<file path="config.mk">
export PLATFORM = sky130hd
export DESIGN_NAME = pll_ratio_sequencer
export DESIGN_NICKNAME = d
export VERILOG_FILES = /design/src/rtl/pll_seq_pkg.sv /design/src/rtl/pll_lock_qual.sv /design/src/rtl/pll_ratio_sequencer.sv
export SDC_FILE = /design/constraint.sdc
export NUM_CORES = 1
export LEC_CHECK = 0
export ABC_CLOCK_PERIOD_IN_PS = 1980
export CORE_MARGIN = 2
export CORE_UTILIZATION = 38
export DETAILED_ROUTE_END_ITERATION = 8
export GPL_TIMING_DRIVEN = 0
export HOLD_SLACK_MARGIN = 0.1
export SLEW_MARGIN = 20
export SYNTH_ARGS = -nofsm -noshare
export SYNTH_HDL_FRONTEND = slang
export SYNTH_SLANG_ARGS = --single-unit
</file>
<file path="constraint.sdc">
create_clock -name clk -period 1.98 [get_ports clk]
set_input_delay 0.396 -clock clk [delete_from_list [all_inputs] [get_ports clk]]
set_output_delay 0.396 -clock clk [all_outputs]
set_load 0.01 [all_outputs]
</file>
<file path="src/rtl/pll_seq_pkg.sv">
// Shared types for the PLL ratio sequencer.
//   pll_seq_state_e : sequencer FSM states
//   pll_cmd_t       : 13-bit SPI command word {ratio, pllen, write, read}
//   mk_cmd          : builds a write command for a given ratio / enable
package pll_seq_pkg;

  localparam int unsigned CMD_W = 13;

  typedef enum logic [2:0] {
    IDLE,
    DIS_SEND,
    DIS_WAIT,
    SETTLE,
    EN_SEND,
    EN_WAIT,
    WAIT_LOCK,
    ERR
  } pll_seq_state_e;

  typedef struct packed {
    logic [9:0] ratio;
    logic       pllen;
    logic       write;
    logic       read;
  } pll_cmd_t;

  // Every command this block issues is a write; only ratio and enable vary.
  function automatic pll_cmd_t mk_cmd(input logic [9:0] ratio_v, input logic pllen_v);
    pll_cmd_t c;
    c.ratio = ratio_v;
    c.pllen = pllen_v;
    c.write = 1'b1;
    c.read  = 1'b0;
    return c;
  endfunction

endpackage

</file>
<file path="src/rtl/pll_lock_qual.sv">
// Lock qualifier: synchronizes the asynchronous PLL lock and qualifies it.
//   clk, rst       : clock, synchronous active-high reset
//   i_lock         : raw asynchronous lock from the PLL
//   i_run          : high while the sequencer waits for lock; counters held at 0 otherwise
//   o_lock_ok_c    : synced lock is high and this cycle completes LOCK_STABLE consecutive highs
//   o_timeout_c    : this cycle is the LOCK_TIMEOUT-th cycle of the wait
//   o_lock_fall_c  : synced lock fell this cycle
// All outputs are decodes of local flops only (no input-to-output paths).
module pll_lock_qual #(
  parameter int unsigned LOCK_STABLE  = 8,
  parameter int unsigned LOCK_TIMEOUT = 4096
) (
  input  logic clk,
  input  logic rst,
  input  logic i_lock,
  input  logic i_run,
  output logic o_lock_ok_c,
  output logic o_timeout_c,
  output logic o_lock_fall_c
);

  localparam int unsigned ST_W = $clog2(LOCK_STABLE + 1);
  localparam int unsigned TO_W = $clog2(LOCK_TIMEOUT + 1);

  logic            r_sync1;
  logic            r_sync2;
  logic            r_lock_d;
  logic [ST_W-1:0] r_st_cnt;
  logic [TO_W-1:0] r_to_cnt;

  // Synchronizer, edge history and qualification counters.
  always_ff @(posedge clk) begin
    if (rst) begin
      r_sync1  <= 1'b0;
      r_sync2  <= 1'b0;
      r_lock_d <= 1'b0;
      r_st_cnt <= '0;
      r_to_cnt <= '0;
    end else begin
      r_sync1  <= i_lock;
      r_sync2  <= r_sync1;
      r_lock_d <= r_sync2;
      if (!i_run) begin
        r_st_cnt <= '0;
        r_to_cnt <= '0;
      end else begin
        if (!r_sync2) begin
          r_st_cnt <= '0;
        end else if (r_st_cnt != ST_W'(LOCK_STABLE)) begin
          r_st_cnt <= r_st_cnt + ST_W'(1);
        end
        if (r_to_cnt != TO_W'(LOCK_TIMEOUT)) begin
          r_to_cnt <= r_to_cnt + TO_W'(1);
        end
      end
    end
  end

  // Flags fire on the cycle whose closing edge would bring a counter to its
  // threshold, so the sequencer reacts on that same edge.
  assign o_lock_ok_c   = r_sync2 && (r_st_cnt == ST_W'(LOCK_STABLE - 1));
  assign o_timeout_c   = (r_to_cnt == TO_W'(LOCK_TIMEOUT - 1));
  assign o_lock_fall_c = r_lock_d && !r_sync2;

endmodule

</file>
<file path="src/rtl/pll_ratio_sequencer.sv">
// PLL ratio change sequencer: disable PLL, load new ratio, re-enable, wait for lock.
//   clk, rst        : clock, synchronous active-high reset
//   req_valid/ratio : ratio change request (held by requester until req_ready)
//   req_ready       : high only while idle
//   cmd_word        : {ratio, pllen, write, read} for the SPI master
//   cmd_start       : one-cycle pulse launching an SPI transfer
//   cmd_done        : one-cycle pulse when the SPI transfer finishes
//   pll_lock        : asynchronous lock from the PLL
//   busy            : sequence in progress
//   done/err_range/err_timeout : one-cycle result pulses
//   lock_lost       : sticky loss-of-lock while idle, cleared by clr_lock_lost
//   cur_ratio       : last successfully locked ratio
module pll_ratio_sequencer
  import pll_seq_pkg::*;
#(
  parameter logic [9:0]  RATIO_MIN    = 10'd2,
  parameter logic [9:0]  RATIO_MAX    = 10'd1000,
  parameter int unsigned SETTLE_CYC   = 16,
  parameter int unsigned LOCK_STABLE  = 8,
  parameter int unsigned LOCK_TIMEOUT = 4096,
  parameter logic [9:0]  RST_RATIO    = 10'd6
) (
  input  logic             clk,
  input  logic             rst,
  input  logic             req_valid,
  input  logic [9:0]       req_ratio,
  output logic             req_ready,
  output logic [CMD_W-1:0] cmd_word,
  output logic             cmd_start,
  input  logic             cmd_done,
  input  logic             pll_lock,
  output logic             busy,
  output logic             done,
  output logic             err_range,
  output logic             err_timeout,
  output logic             lock_lost,
  input  logic             clr_lock_lost,
  output logic [9:0]       cur_ratio
);

  localparam int unsigned SC_W = $clog2(SETTLE_CYC + 1);

  pll_seq_state_e  r_state;
  logic [9:0]      r_tgt;
  pll_cmd_t        r_cmd;
  logic            r_cmd_start;
  logic            r_busy;
  logic            r_done;
  logic            r_err_range;
  logic            r_err_timeout;
  logic            r_lock_lost;
  logic            r_done_seen;
  logic [9:0]      r_cur_ratio;
  logic [SC_W-1:0] r_settle_cnt;

  logic w_run;
  logic w_lock_ok;
  logic w_timeout;
  logic w_lock_fall;

  assign w_run = (r_state == WAIT_LOCK);

  pll_lock_qual #(
    .LOCK_STABLE  (LOCK_STABLE),
    .LOCK_TIMEOUT (LOCK_TIMEOUT)
  ) u_lock_qual (
    .clk           (clk),
    .rst           (rst),
    .i_lock        (pll_lock),
    .i_run         (w_run),
    .o_lock_ok_c   (w_lock_ok),
    .o_timeout_c   (w_timeout),
    .o_lock_fall_c (w_lock_fall)
  );

  // Sequencer FSM. cmd_word/cmd_start are loaded on entry to a send state
  // (or to ERR), so cmd_start is high for exactly the one cycle spent there.
  always_ff @(posedge clk) begin
    if (rst) begin
      r_state       <= IDLE;
      r_tgt         <= '0;
      r_cmd         <= '0;
      r_cmd_start   <= 1'b0;
      r_busy        <= 1'b0;
      r_done        <= 1'b0;
      r_err_range   <= 1'b0;
      r_err_timeout <= 1'b0;
      r_done_seen   <= 1'b0;
      r_cur_ratio   <= RST_RATIO;
      r_settle_cnt  <= '0;
    end else begin
      r_cmd_start   <= 1'b0;
      r_done        <= 1'b0;
      r_err_range   <= 1'b0;
      r_err_timeout <= 1'b0;
      case (r_state)
        IDLE: begin
          if (req_valid) begin
            r_tgt <= req_ratio;
            if ((req_ratio < RATIO_MIN) || (req_ratio > RATIO_MAX)) begin
              r_err_range <= 1'b1;
            end else begin
              r_state     <= DIS_SEND;
              r_busy      <= 1'b1;
              r_cmd       <= mk_cmd(req_ratio, 1'b0);
              r_cmd_start <= 1'b1;
            end
          end
        end
        DIS_SEND: r_state <= DIS_WAIT;
        DIS_WAIT: begin
          if (cmd_done) begin
            r_state      <= SETTLE;
            r_settle_cnt <= '0;
          end
        end
        SETTLE: begin
          if (r_settle_cnt == SC_W'(SETTLE_CYC - 1)) begin
            r_state     <= EN_SEND;
            r_cmd       <= mk_cmd(r_tgt, 1'b1);
            r_cmd_start <= 1'b1;
          end else begin
            r_settle_cnt <= r_settle_cnt + SC_W'(1);
          end
        end
        EN_SEND: r_state <= EN_WAIT;
        EN_WAIT: begin
          if (cmd_done) begin
            r_state <= WAIT_LOCK;
          end
        end
        WAIT_LOCK: begin
          // Lock takes priority over a coincident timeout.
          if (w_lock_ok) begin
            r_cur_ratio <= r_tgt;
            r_done      <= 1'b1;
            r_done_seen <= 1'b1;
            r_state     <= IDLE;
            r_busy      <= 1'b0;
          end else if (w_timeout) begin
            r_err_timeout <= 1'b1;
            r_state       <= ERR;
            r_cmd         <= mk_cmd(r_cur_ratio, 1'b1);
            r_cmd_start   <= 1'b1;
          end
        end
        ERR: begin
          // Restore write in flight; return without qualifying lock.
          if (cmd_done) begin
            r_state <= IDLE;
            r_busy  <= 1'b0;
          end
        end
        default: begin
          r_state <= IDLE;
          r_busy  <= 1'b0;
        end
      endcase
    end
  end

  // Sticky loss-of-lock while idle; set wins over clear.
  always_ff @(posedge clk) begin
    if (rst) begin
      r_lock_lost <= 1'b0;
    end else if (w_lock_fall && (r_state == IDLE) && r_done_seen) begin
      r_lock_lost <= 1'b1;
    end else if (clr_lock_lost) begin
      r_lock_lost <= 1'b0;
    end
  end

  assign req_ready   = !r_busy;
  assign busy        = r_busy;
  assign cmd_word    = r_cmd;
  assign cmd_start   = r_cmd_start;
  assign done        = r_done;
  assign err_range   = r_err_range;
  assign err_timeout = r_err_timeout;
  assign lock_lost   = r_lock_lost;
  assign cur_ratio   = r_cur_ratio;

endmodule

</file>
==> impl_metrics.tcl <==
set metrics [dict create \
    r2r_setup_slack_ns 0.03 \
    critical-path-max-stage-delay_ns 0.53 \
    r2r-start "u_lock_qual.r_to_cnt[0]" \
    globalplace.congestion 0.8395 \
    antenna_found_initial 0 \
    drc 0 \
    antenna_cells 0 \
    yosys.area_share.simple_pct 23.66 \
    cp_max_fo 3 \
    clock-sinks 67 \
    root_buffer "clkbuf_8" \
    ys_seq_area_share_pct 41.71 \
    drt_iter0_markers 190 \
    layout_min_cycle_time_ns 1.954 \
    arrival_ns 2.21 \
    ys.flop_type "dfxtp_1" \
    first_pass_iters 4 \
    dieArea_um2 9214 \
    ant_nets 0 \
    p_leak_uw 0.001554 \
    grt_max_degree 11 \
    synth-seq-cells 67 \
    synthMuxAreaShare_pct 1.712 \
    num_rows 33 \
    die_x_um 95.99 \
    synth_top_family_by_area "simple AND/OR/NAND/NOR gates" \
    design.core.area_um2 8217 \
    port_buffers 44 \
    setup_tns_ns 0 \
    synth_edf_count 0 \
    grt-ovfl-total 0 \
    drive_gt1_share_pct 18.91 \
    crit_path_end_kind "register" \
    r2r-end "r_state[2]" \
    synth-compound-area-share_pct 22.84 \
    synthArstFlopShare_pct 0 \
    synth_nets 409 \
    hold_viol 0 \
    holdPathEnd "r_tgt[8]" \
    wl_mm 9.035 \
    place_area_um2 3791 \
    grtUsageTotal_pct 20.57 \
    worstHoldStart "req_ratio[8]" \
    hold_path.class "input pin to register" \
    max_freq_ghz 0.5119 \
    via_count 3049 \
    grt_pass1_vias 2879 \
    cts_tree "done" \
    power_density_nw_per_um2 1122 \
    timing.final.crit_share_pct 98.66 \
    worstSetupStartpointType "register" \
    start_util_pct 39.14 \
    grt_pass1_wl_mm 14.31 \
    viasPerCell 5.396 \
    cp_slowest_cell "or4_4" \
    synth_cells 387 \
    cts_made_buffers 9 \
    ys_types 49 \
    outcome "finished clean" \
    yosys_warnings 0 \
    rr_worst_depth 6 \
    cts_buffer_depth 2 \
    setup_violations 0 \
    htree_levels 3 \
    dp_hpwl_mm 6.167 \
    clkTransAtPathRegs_ns 0.07 \
    finalInstanceArea_um2 4252 \
    tightestPinTransition_ns 0.6762 \
    final_util_pct 51.74 \
    nNetsFinal 478 \
    dieHeight_um 95.99 \
    crit_type "register to register" \
    ioPinCount 46 \
    crit_required_ns 2.24 \
    rsz0062_at_grt "yes" \
    hold_depth 3 \
    drv_cap 0 \
    synth_fa_ha_area_share_pct 2.335 \
    slew_violations 0 \
    area_growth_pct 32.22 \
    clk_latency_ns 0.34 \
    slew_headroom_pct 54.68 \
    synth.avg_cell_area_um2 8.309 \
    wire_per_inst_um 15.99 \
    synth_xor_area_share_pct 3.541 \
    syn_area_um2 3216 \
    critical_path.cell_chain "ha_4 > nand3_2 > or4_4 > a21oi_2 > or4b_1 > a21oi_1" \
    nFillCells 795 \
    clock_skew_ns 0.01118 \
    total_power_uw 4768 \
    vdd_drop_max_uv 567.2 \
]
cells in the mapped netlist, types with 6 or more instances:
cell type  number  area share [%]
nor2_1         40             4.7
o21a_1          9             2.1
nor2b_1        16             3.1
nand3_1        11             1.7
nand2_1        53             6.2
xor2_1          9             2.5
a21oi_1        32             5.0
ha_1            6             2.3
inv_1           9             1.1
o221ai_1        8             2.2
clkbuf_1       18             2.1
o21ai_0        22             3.4
o41ai_2         7             3.5
dfxtp_1        67              42
nor3_1          8             1.2
o22ai_1        11             2.1
flip-flops by register name, summed over array words and instances (netlist names), 3 cells and up:
signal	count
cur_ratio	10
r_state	3
r_tgt	10
r_settle_cnt	5
u_lock_qual.r_st_cnt	4
cmd_word	12
u_lock_qual.r_to_cnt	13
stage by stage:
step | hold slack [ns] | cells | setup WS [ns]
6_report | 0.4285 | 565 | 0.02644
5_1_grt | 0.4250 | 565 | -0.03692
4_1_cts | 0.4611 | 563 | -0.04552
3_5_place_dp | 0.4512 | 536 | -0.7349
3_3_place_gp | 0.4221 | 536 | -0.7292
2_1_floorplan | 0.4138 | 387 | 0.03378
cell families (layout without fill, tap and decap cells):
group / Yosys count / count (layout)
other: 1 / 1
flip-flops: 67 / 67
multiplexers: 5 / 5
adder cells (fa/ha/maj): 6 / 6
buffers and inverters: 32 / 105
AO/OA/AOI/OAI: 105 / 105
XOR/XNOR: 13 / 13
AND/OR/NAND/NOR: 158 / 158
layout make-up:
type	instances	area [um^2]	area share, %
buffer	22	110.1	2.590
clock buffer	12	145.1	3.414
clock inverter	3	15.01	0.3531
inverter	9	33.78	0.7946
multi-input combinational	288	1897	44.61
sequential	67	1355	31.87
tap	105	131.4	3.090
timing repair buffer	59	564.3	13.27
critical path, delay by kind of cell, from the launching register on:
kind                       cells  cell delay [ns]
and+or+nand+nor                3             1.07
DFF                            1             0.36
AOI/OAI and AO/OA              2             0.32
adders and majority gates      1             0.13
routing by layer:
metal | share of wire [%] | vias to the layer above | track usage, %
met4 | 1.5 | 0 | 6.071
met3 | 6.5 | 15 | 5.482
li1 | - | 1503 | -
met5 | 0 | - | 0
met1 | 47 | 1411 | 28.73
met2 | 45 | 120 | 31.02
cells in the final DEF (no fill, tap or decap), types with 9 or more instances in the layout:
master / netlist / routed
a21oi_1: 32 / 30
buf_4: 1 / 15
clkbuf_1: 18 / 13
clkbuf_8: 0 / 10
clkdlybuf4s50_1: 0 / 35
dfxtp_1: 67 / 58
inv_1: 9 / 9
nand2_1: 53 / 52
nand3_1: 11 / 9
nor2_1: 40 / 38
nor2b_1: 16 / 15
o21a_1: 9 / 9
o21ai_0: 22 / 13
o22ai_1: 11 / 10
xor2_1: 9 / 9
how the worst max path moves through the flow:
stage	startpoint	endpoint	slack [ns]
after floorplan	r_settle_cnt[0]	r_state[0]	0.03
after global placement	req_ratio[1]	cmd_word[11]	-0.73
after detailed placement	req_ratio[1]	cmd_word[7]	-0.73
after CTS	u_lock_qual.r_to_cnt[0]	cmd_word[7]	-0.05
after global routing	u_lock_qual.r_to_cnt[0]	r_state[2]	-0.04
final	u_lock_qual.r_to_cnt[0]	r_state[2]	0.03
what timing repair did:
action                     4_1_cts  5_1_grt
buffers inserted                12        3
gates cloned                     0        0
gates resized for setup         35       34
hold buffers                     0        0
setup endpoints to repair       39       37
pin swaps                       14        9
power breakdown:
group	switching, uW	internal [uW]
Combinational	1140	972
Clock	497	476
Sequential	146	1540
No activity file was read; power rests on OpenSTA's default activity.
